### src/rtl/aes_round_seq_if.sv
// Block-level valid/ready handshake between the AES sequencer and its producer/consumer.
// master: the side presenting blocks and taking ciphertext; slave: the sequencer.
interface aes_round_seq_if;
    logic in_valid;
    logic in_ready;
    logic out_valid;
    logic out_ready;

    modport master (
        output in_valid,
        output out_ready,
        input  in_ready,
        input  out_valid
    );

    modport slave (
        input  in_valid,
        input  out_ready,
        output in_ready,
        output out_valid
    );
endinterface

### src/rtl/aes_round_seq.sv
// Iterative AES-128 round sequencer: steps one block at a time through
// IDLE -> LOAD -> ROUND x NUM_ROUNDS -> DONE, driving the load/enable controls of
// the shared state/key round registers and the key-expansion Rcon.
// Optional feature: define AES_ROUND_SEQ_ABORT_EN to add an abort input that
// returns the sequencer to IDLE from any busy state without completing the block.
module aes_round_seq #(
    parameter int          NUM_ROUNDS = 10,
    parameter logic [7:0]  RCON_INIT  = 8'h01,
    parameter int          CNT_W      = 16
) (
    input  logic             clk,
    input  logic             rst_n,
    aes_round_seq_if.slave   bus,
`ifdef AES_ROUND_SEQ_ABORT_EN
    input  logic             abort,
`endif
    output logic             ld_init,
    output logic             round_en,
    output logic             last_round,
    output logic [3:0]       round_idx,
    output logic [7:0]       rcon,
    output logic             busy,
    output logic [CNT_W-1:0] blk_cnt
);

    typedef enum logic [1:0] {
        IDLE  = 2'd0,
        LOAD  = 2'd1,
        ROUND = 2'd2,
        DONE  = 2'd3
    } state_t;

    localparam logic [3:0] LAST_IDX = 4'(NUM_ROUNDS);

    state_t             state_q, state_d;
    logic               ld_init_q, ld_init_d;
    logic               round_en_q, round_en_d;
    logic               last_round_q, last_round_d;
    logic [3:0]         round_idx_q, round_idx_d;
    logic [7:0]         rcon_q, rcon_d;
    logic               out_valid_q, out_valid_d;
    logic [CNT_W-1:0]   blk_cnt_q, blk_cnt_d;
    logic               abort_w;

`ifdef AES_ROUND_SEQ_ABORT_EN
    assign abort_w = abort;
`else
    assign abort_w = 1'b0;
`endif

    // GF(2^8) doubling with the AES polynomial; produces the next round's Rcon
    function automatic logic [7:0] rcon_next(input logic [7:0] v);
        return {v[6:0], 1'b0} ^ (v[7] ? 8'h1B : 8'h00);
    endfunction

    // Next-state and next-output decode; every control output is registered
    always_comb begin
        state_d      = state_q;
        ld_init_d    = 1'b0;
        round_en_d   = 1'b0;
        last_round_d = 1'b0;
        round_idx_d  = round_idx_q;
        rcon_d       = rcon_q;
        out_valid_d  = out_valid_q;
        blk_cnt_d    = blk_cnt_q;

        unique case (state_q)
            IDLE: begin
                round_idx_d = 4'd0;
                out_valid_d = 1'b0;
                // abort takes priority over a new block arriving
                if (bus.in_valid && !abort_w) begin
                    state_d     = LOAD;
                    ld_init_d   = 1'b1;
                    rcon_d      = RCON_INIT;
                end
            end
            LOAD: begin
                // round 1 reuses the initial Rcon; it advances only from ROUND onwards
                state_d      = ROUND;
                round_en_d   = 1'b1;
                round_idx_d  = 4'd1;
                last_round_d = (LAST_IDX == 4'd1);
            end
            ROUND: begin
                rcon_d = rcon_next(rcon_q);
                if (round_idx_q == LAST_IDX) begin
                    state_d     = DONE;
                    out_valid_d = 1'b1;
                    round_idx_d = 4'd0;
                end else begin
                    round_en_d   = 1'b1;
                    round_idx_d  = round_idx_q + 4'd1;
                    last_round_d = ((round_idx_q + 4'd1) == LAST_IDX);
                end
            end
            DONE: begin
                // hold ciphertext (no enables) until the consumer takes it
                out_valid_d = 1'b1;
                if (bus.out_ready) begin
                    state_d     = IDLE;
                    out_valid_d = 1'b0;
                    rcon_d      = RCON_INIT;
                    blk_cnt_d   = blk_cnt_q + CNT_W'(1);
                end
            end
            default: begin
                state_d = IDLE;
            end
        endcase

        // abort drops the in-flight block; the completed-block count is left alone
        if (abort_w && (state_q != IDLE)) begin
            state_d      = IDLE;
            ld_init_d    = 1'b0;
            round_en_d   = 1'b0;
            last_round_d = 1'b0;
            out_valid_d  = 1'b0;
            round_idx_d  = 4'd0;
            rcon_d       = RCON_INIT;
            blk_cnt_d    = blk_cnt_q;
        end
    end

    // State and registered outputs; synchronous active-low reset
    always_ff @(posedge clk) begin
        if (!rst_n) begin
            state_q      <= IDLE;
            ld_init_q    <= 1'b0;
            round_en_q   <= 1'b0;
            last_round_q <= 1'b0;
            round_idx_q  <= 4'd0;
            rcon_q       <= RCON_INIT;
            out_valid_q  <= 1'b0;
            blk_cnt_q    <= '0;
        end else begin
            state_q      <= state_d;
            ld_init_q    <= ld_init_d;
            round_en_q   <= round_en_d;
            last_round_q <= last_round_d;
            round_idx_q  <= round_idx_d;
            rcon_q       <= rcon_d;
            out_valid_q  <= out_valid_d;
            blk_cnt_q    <= blk_cnt_d;
        end
    end

    assign bus.in_ready  = (state_q == IDLE);
    assign bus.out_valid = out_valid_q;
    assign busy          = (state_q != IDLE);
    assign ld_init       = ld_init_q;
    assign round_en      = round_en_q;
    assign last_round    = last_round_q;
    assign round_idx     = round_idx_q;
    assign rcon          = rcon_q;
    assign blk_cnt       = blk_cnt_q;

endmodule

### src/flat_wrapper.sv
// flat-port wrapper written by rule: the top's interface ports become plain ports
module aes_round_seq_flat 
#(
    parameter int          NUM_ROUNDS = 10,
    parameter logic [7:0]  RCON_INIT  = 8'h01,
    parameter int          CNT_W      = 16
)
  (clk, rst_n, ld_init, round_en, last_round, round_idx, rcon, busy, blk_cnt, bus_in_valid, bus_out_ready, bus_in_ready, bus_out_valid);
  aes_round_seq_if bus_i ();
  input  logic clk;
  input  logic rst_n;
  output logic ld_init;
  output logic round_en;
  output logic last_round;
  output logic [3:0] round_idx;
  output logic [7:0] rcon;
  output logic busy;
  output logic [CNT_W-1:0] blk_cnt;
  input wire logic [$bits(bus_i.in_valid)-1:0] bus_in_valid;
  input wire logic [$bits(bus_i.out_ready)-1:0] bus_out_ready;
  output wire logic [$bits(bus_i.in_ready)-1:0] bus_in_ready;
  output wire logic [$bits(bus_i.out_valid)-1:0] bus_out_valid;
  assign bus_i.in_valid = bus_in_valid;
  assign bus_i.out_ready = bus_out_ready;
  assign bus_in_ready = bus_i.in_ready;
  assign bus_out_valid = bus_i.out_valid;
  aes_round_seq #(.NUM_ROUNDS(NUM_ROUNDS), .RCON_INIT(RCON_INIT), .CNT_W(CNT_W)) u_core (.clk(clk), .rst_n(rst_n), .bus(bus_i), .ld_init(ld_init), .round_en(round_en), .last_round(last_round), .round_idx(round_idx), .rcon(rcon), .busy(busy), .blk_cnt(blk_cnt));
endmodule
### config.mk
export PLATFORM = sky130hd
export DESIGN_NAME = aes_round_seq_flat
export DESIGN_NICKNAME = d
export VERILOG_FILES = /design/src/rtl/aes_round_seq_if.sv /design/src/rtl/aes_round_seq.sv /design/src/flat_wrapper.sv
export SDC_FILE = /design/constraint.sdc
export NUM_CORES = 1
export LEC_CHECK = 0
export CORE_MARGIN = 4
export CORE_UTILIZATION = 53
export DETAILED_ROUTE_END_ITERATION = 7
export GPL_TIMING_DRIVEN = 1
export PLACE_DENSITY = 0.84
export SYNTH_ARGS = -nofsm -noshare
export SYNTH_HDL_FRONTEND = slang
export SYNTH_SLANG_ARGS = --single-unit
### constraint.sdc
create_clock -name clk -period 2.6 [get_ports clk]
set_clock_uncertainty 0.1 [all_clocks]
set_input_delay 0.52 -clock clk [delete_from_list [all_inputs] [get_ports clk]]
set_output_delay 0.52 -clock clk [all_outputs]
set_load 0.02 [all_outputs]
==> qor.txt <==
Run status -> complete, no violations
Routed Wire Length -> 3560 um
Worst supply voltage drop on vdd -> 568 uV
Vertical die dimension -> 63.4 um
Number of buffers on the longest clock path -> 2
Signed area change from the synthesized netlist to the final layout -> 28.7%
Number of global-route vias before repair -> 1440
Total inserted antenna cells -> 0
I/O pin count -> 38
Leading area contributor after synthesis -> sky130_fd_sc_hd__dfxtp_1
Max H-tree Level -> 2
Fin crit period -> 2370 ps
Slew @ Worst Pin -> 483 ps
Main area contributors after synthesis -> sky130_fd_sc_hd__dfxtp_1 42%, sky130_fd_sc_hd__xor2_1 7.6%, sky130_fd_sc_hd__ha_1 6.9%
Top achievable clock speed -> 422 MHz
Sinks on the clock net -> 34
Setup repair after global routing missed its margin -> no
Worst endpoint data arrival time -> 1750 ps
Number of antenna violations at the first check in global routing -> 0
Post-cts hold buffer count -> 0
Clock network fraction of total power -> 27.6%
Design Area, Final -> 2090 um^2
Required time at the endpoint of the critical path -> 1980 ps
Reported leakage power -> 0.805 nW
Combined global-route utilization of all metal layers -> 19.8%
RePlAce Congestion -> 0.779
Initial core utilization -> 56.9%
Sw frac -> 33.1%
Clock slew seen by the registers of the worst setup and hold paths -> 110 ps
Vias -> 1420
Die width -> 63.4 um
Buffer and inverter count on the worst path -> 3
Gate Count Post-Synth -> 184
Cell variety after synth -> 40
Final TNS setup -> 0 ps
Number of nets in the layout -> 235
Vias per Instance -> 5.59
Crit path max fanout -> 4
Number of CTS-inserted buffers -> 5
Post-CTS setup buffer count -> 0
Proportion of synthesized chip area in sequential cells -> 41.9%
Clock Latency Late Sink -> 350 ps
Max_cap viols -> 0
Cell repeated most along the worst path -> sky130_fd_sc_hd__inv_1
Largest net degree at the start of global routing -> 16
FF+latch count, synth -> 34
Die Outline Area -> 4010 um^2
Final routed wire length divided by cell count -> 14.0 um
Startpoint-to-endpoint class of the critical path -> reg2out
Setup violation total in the final timing report -> 0
Max Transition Viols Final -> 0
GRT Residual Overflow -> 0
Syn Std Cell Area -> 1620 um^2
Critical Path Max Stage Delay -> 590 ps
Post-route DRC violation count -> 0
Internal power -> 0.000927 W
Number of hold violations in the final report -> 0
CTS tree -> yes
Number of warnings reported in the yosys synthesis log -> 0
Register share of total power -> 42.7%
Mean instance size in the synthesized netlist -> 8.83 um^2
Ordered cell list for the critical path -> inv_1, ha_1, inv_1, clkdlybuf4s50_1
Fraction of post-synthesis cell area in the top cell type by area -> 41.9%
Max transition margin -> 67.6%
Cell type group with the largest total delay on the critical path -> buffers and inverters
Share of the clock period used by the worst path after layout -> 91.2%
Area of the core region -> 2850 um^2
Hpwl dp -> 2640 um
# resized after CTS -> 0
Power per unit of standard cell area -> 663 nW/um^2
Post-route setup slack -> 228 ps
Detail Route Antenna Nets -> 0
Critical-path top delay cell -> sky130_fd_sc_hd__clkdlybuf4s50_1
Standard-cell row count -> 19
Post-Place Worst Slack -> 276 ps
Net Sw Power -> 0.000459 W
Layout cells sized above 1 -> 8.07%
Wire length of the first global-routing pass -> 6400 um
Type of the tightest min-delay check -> reg2reg
CTS root buffer -> sky130_fd_sc_hd__clkbuf_4
Critical Path Sink Type -> output port
Number of input and output port buffers inserted -> 37
Violation count after the first detailed-routing iteration -> 72
Net count after synthesis -> 197
Fraction of power consumed by combinational cells -> 29.7%
Number of detailed-route iterations in the first pass -> 4
Area after DPL -> 2010 um^2
Type of origin of the critical path -> flop
[kinds of logic after synthesis]
family / count (synthesis) / share of synthesized area (%)
compound gates: 25 / 9.01
xor+xnor: 17 / 9.17
fa+ha+maj: 9 / 6.93
buf+inv: 16 / 4.47
flops: 34 / 41.9
mux: 1 / 0.616
simple gates: 82 / 27.9
[state kept, by name (all words and copies together), names as in the netlist]
signal	count
u_core.ld_init	1
u_core.round_en	1
u_core.state_q	2
u_core.round_idx	4
u_core.last_round	1
u_core.rcon	8
u_core.bus.out_valid	1
u_core.blk_cnt	16
[path summary, 6_finish.rpt]
check / from / end / slack [ps] / depth (start not counted)
setup / recovery: u_core.state_q[0]$_SDFFE_PN0P_ / busy / 230 / 4
hold / removal: u_core.rcon[1]$_SDFFE_PN0P_ / u_core.rcon[1]$_SDFFE_PN0P_ / 380 / 2
hold reg to reg: u_core.rcon[1]$_SDFFE_PN0P_ / u_core.rcon[1]$_SDFFE_PN0P_ / 380 / 2
setup reg to reg: u_core.state_q[0]$_SDFFE_PN0P_ / u_core.blk_cnt[15]$_SDFFE_PN0P_ / 560 / 5
[worst register-to-register path, stage by stage (launching register included)]
cell	delay [ps]
sky130_fd_sc_hd__dfxtp_1	410
sky130_fd_sc_hd__ha_1	470
sky130_fd_sc_hd__and4_1	370
sky130_fd_sc_hd__nand4_2	130
sky130_fd_sc_hd__or3_1	360
sky130_fd_sc_hd__a21oi_1	140
[cell usage after synthesis]
library cell and instances:
sky130_fd_sc_hd__a211oi_1 1, sky130_fd_sc_hd__a21oi_1 13, sky130_fd_sc_hd__a32oi_1 1, sky130_fd_sc_hd__and2_1 3, sky130_fd_sc_hd__and2b_4 1, sky130_fd_sc_hd__and3_1 2
sky130_fd_sc_hd__and4_1 3, sky130_fd_sc_hd__buf_1 1, sky130_fd_sc_hd__buf_2 1, sky130_fd_sc_hd__buf_4 1, sky130_fd_sc_hd__buf_6 1, sky130_fd_sc_hd__clkbuf_1 6
sky130_fd_sc_hd__clkinv_1 1, sky130_fd_sc_hd__dfxtp_1 34, sky130_fd_sc_hd__ha_1 9, sky130_fd_sc_hd__inv_1 5, sky130_fd_sc_hd__mux2i_1 1, sky130_fd_sc_hd__nand2_1 15
sky130_fd_sc_hd__nand3_1 16, sky130_fd_sc_hd__nand3_2 1, sky130_fd_sc_hd__nand3b_1 2, sky130_fd_sc_hd__nand4_1 7, sky130_fd_sc_hd__nand4_2 1, sky130_fd_sc_hd__nand4_4 1
sky130_fd_sc_hd__nor2_1 20, sky130_fd_sc_hd__nor2b_1 1, sky130_fd_sc_hd__nor3_1 2, sky130_fd_sc_hd__nor3_2 1, sky130_fd_sc_hd__nor3b_2 1, sky130_fd_sc_hd__nor4_1 1
sky130_fd_sc_hd__o211a_1 1, sky130_fd_sc_hd__o21ai_0 5, sky130_fd_sc_hd__o21ai_1 1, sky130_fd_sc_hd__o21bai_1 1, sky130_fd_sc_hd__o311a_1 1, sky130_fd_sc_hd__o31ai_1 1
sky130_fd_sc_hd__or3_1 3, sky130_fd_sc_hd__or4_1 1, sky130_fd_sc_hd__xnor2_1 3, sky130_fd_sc_hd__xor2_1 14
[power groups by stage]
stage	clock network, W	logic [W]	registers [W]
3_5_place_dp	0	0.000412	0.000603
4_1_cts	0.000390	0.000416	0.000592
6_report	0.000383	0.000412	0.000591
2_1_floorplan	0	0.000240	0.000633
5_1_grt	0.000421	0.000447	0.000600
3_3_place_gp	0	0.000399	0.000599
[placed cells by master (no fill, tap or decap), drive strengths merged, types with 2 or more instances in the layout]
master | netlist | routed
clkdlybuf4s50 | 0 | 37
dfxtp | 34 | 34
nor2 | 20 | 20
nand3 | 17 | 17
nand2 | 15 | 15
xor2 | 14 | 14
a21oi | 13 | 13
ha | 9 | 9
nand4 | 9 | 9
o21ai | 6 | 6
inv | 5 | 5
clkbuf | 6 | 5
buf | 4 | 4
and2 | 3 | 3
and4 | 3 | 3
xnor2 | 3 | 3
or3 | 3 | 3
nor3 | 3 | 3
clkinv | 1 | 3
nand3b | 2 | 2
and3 | 2 | 2
[metal layers]
layer | global-route usage, % | part of all wire, %
met1 | 22.9 | 44
met2 | 34.4 | 48
met3 | 6.22 | 5.1
met4 | 6.74 | 1.9
met5 | 0 | 0
[area by class of cell]
class                      instances  area, um^2
multi-input combinational        134         871
fill                             219         762
sequential                        34         681
timing repair buffer              41         400
clock inverter                     3        40.0
tap                               31        38.8
clock buffer                       5        37.5
inverter                           6        22.5
[stage by stage]
step | power (W) | hold WS (ps) | instances | util [%]
after floorplan | 0.000872 | 408 | 184 | -
after global placement | 0.000998 | 368 | 246 | 70.6
after detailed placement | 0.00101 | 367 | 246 | 70.6
after CTS | 0.00140 | 387 | 254 | 73.3
after global routing | 0.00147 | 415 | 254 | 73.3
final | 0.00139 | 385 | 254 | 73.3
No activity file was read; power rests on OpenSTA's default activity.
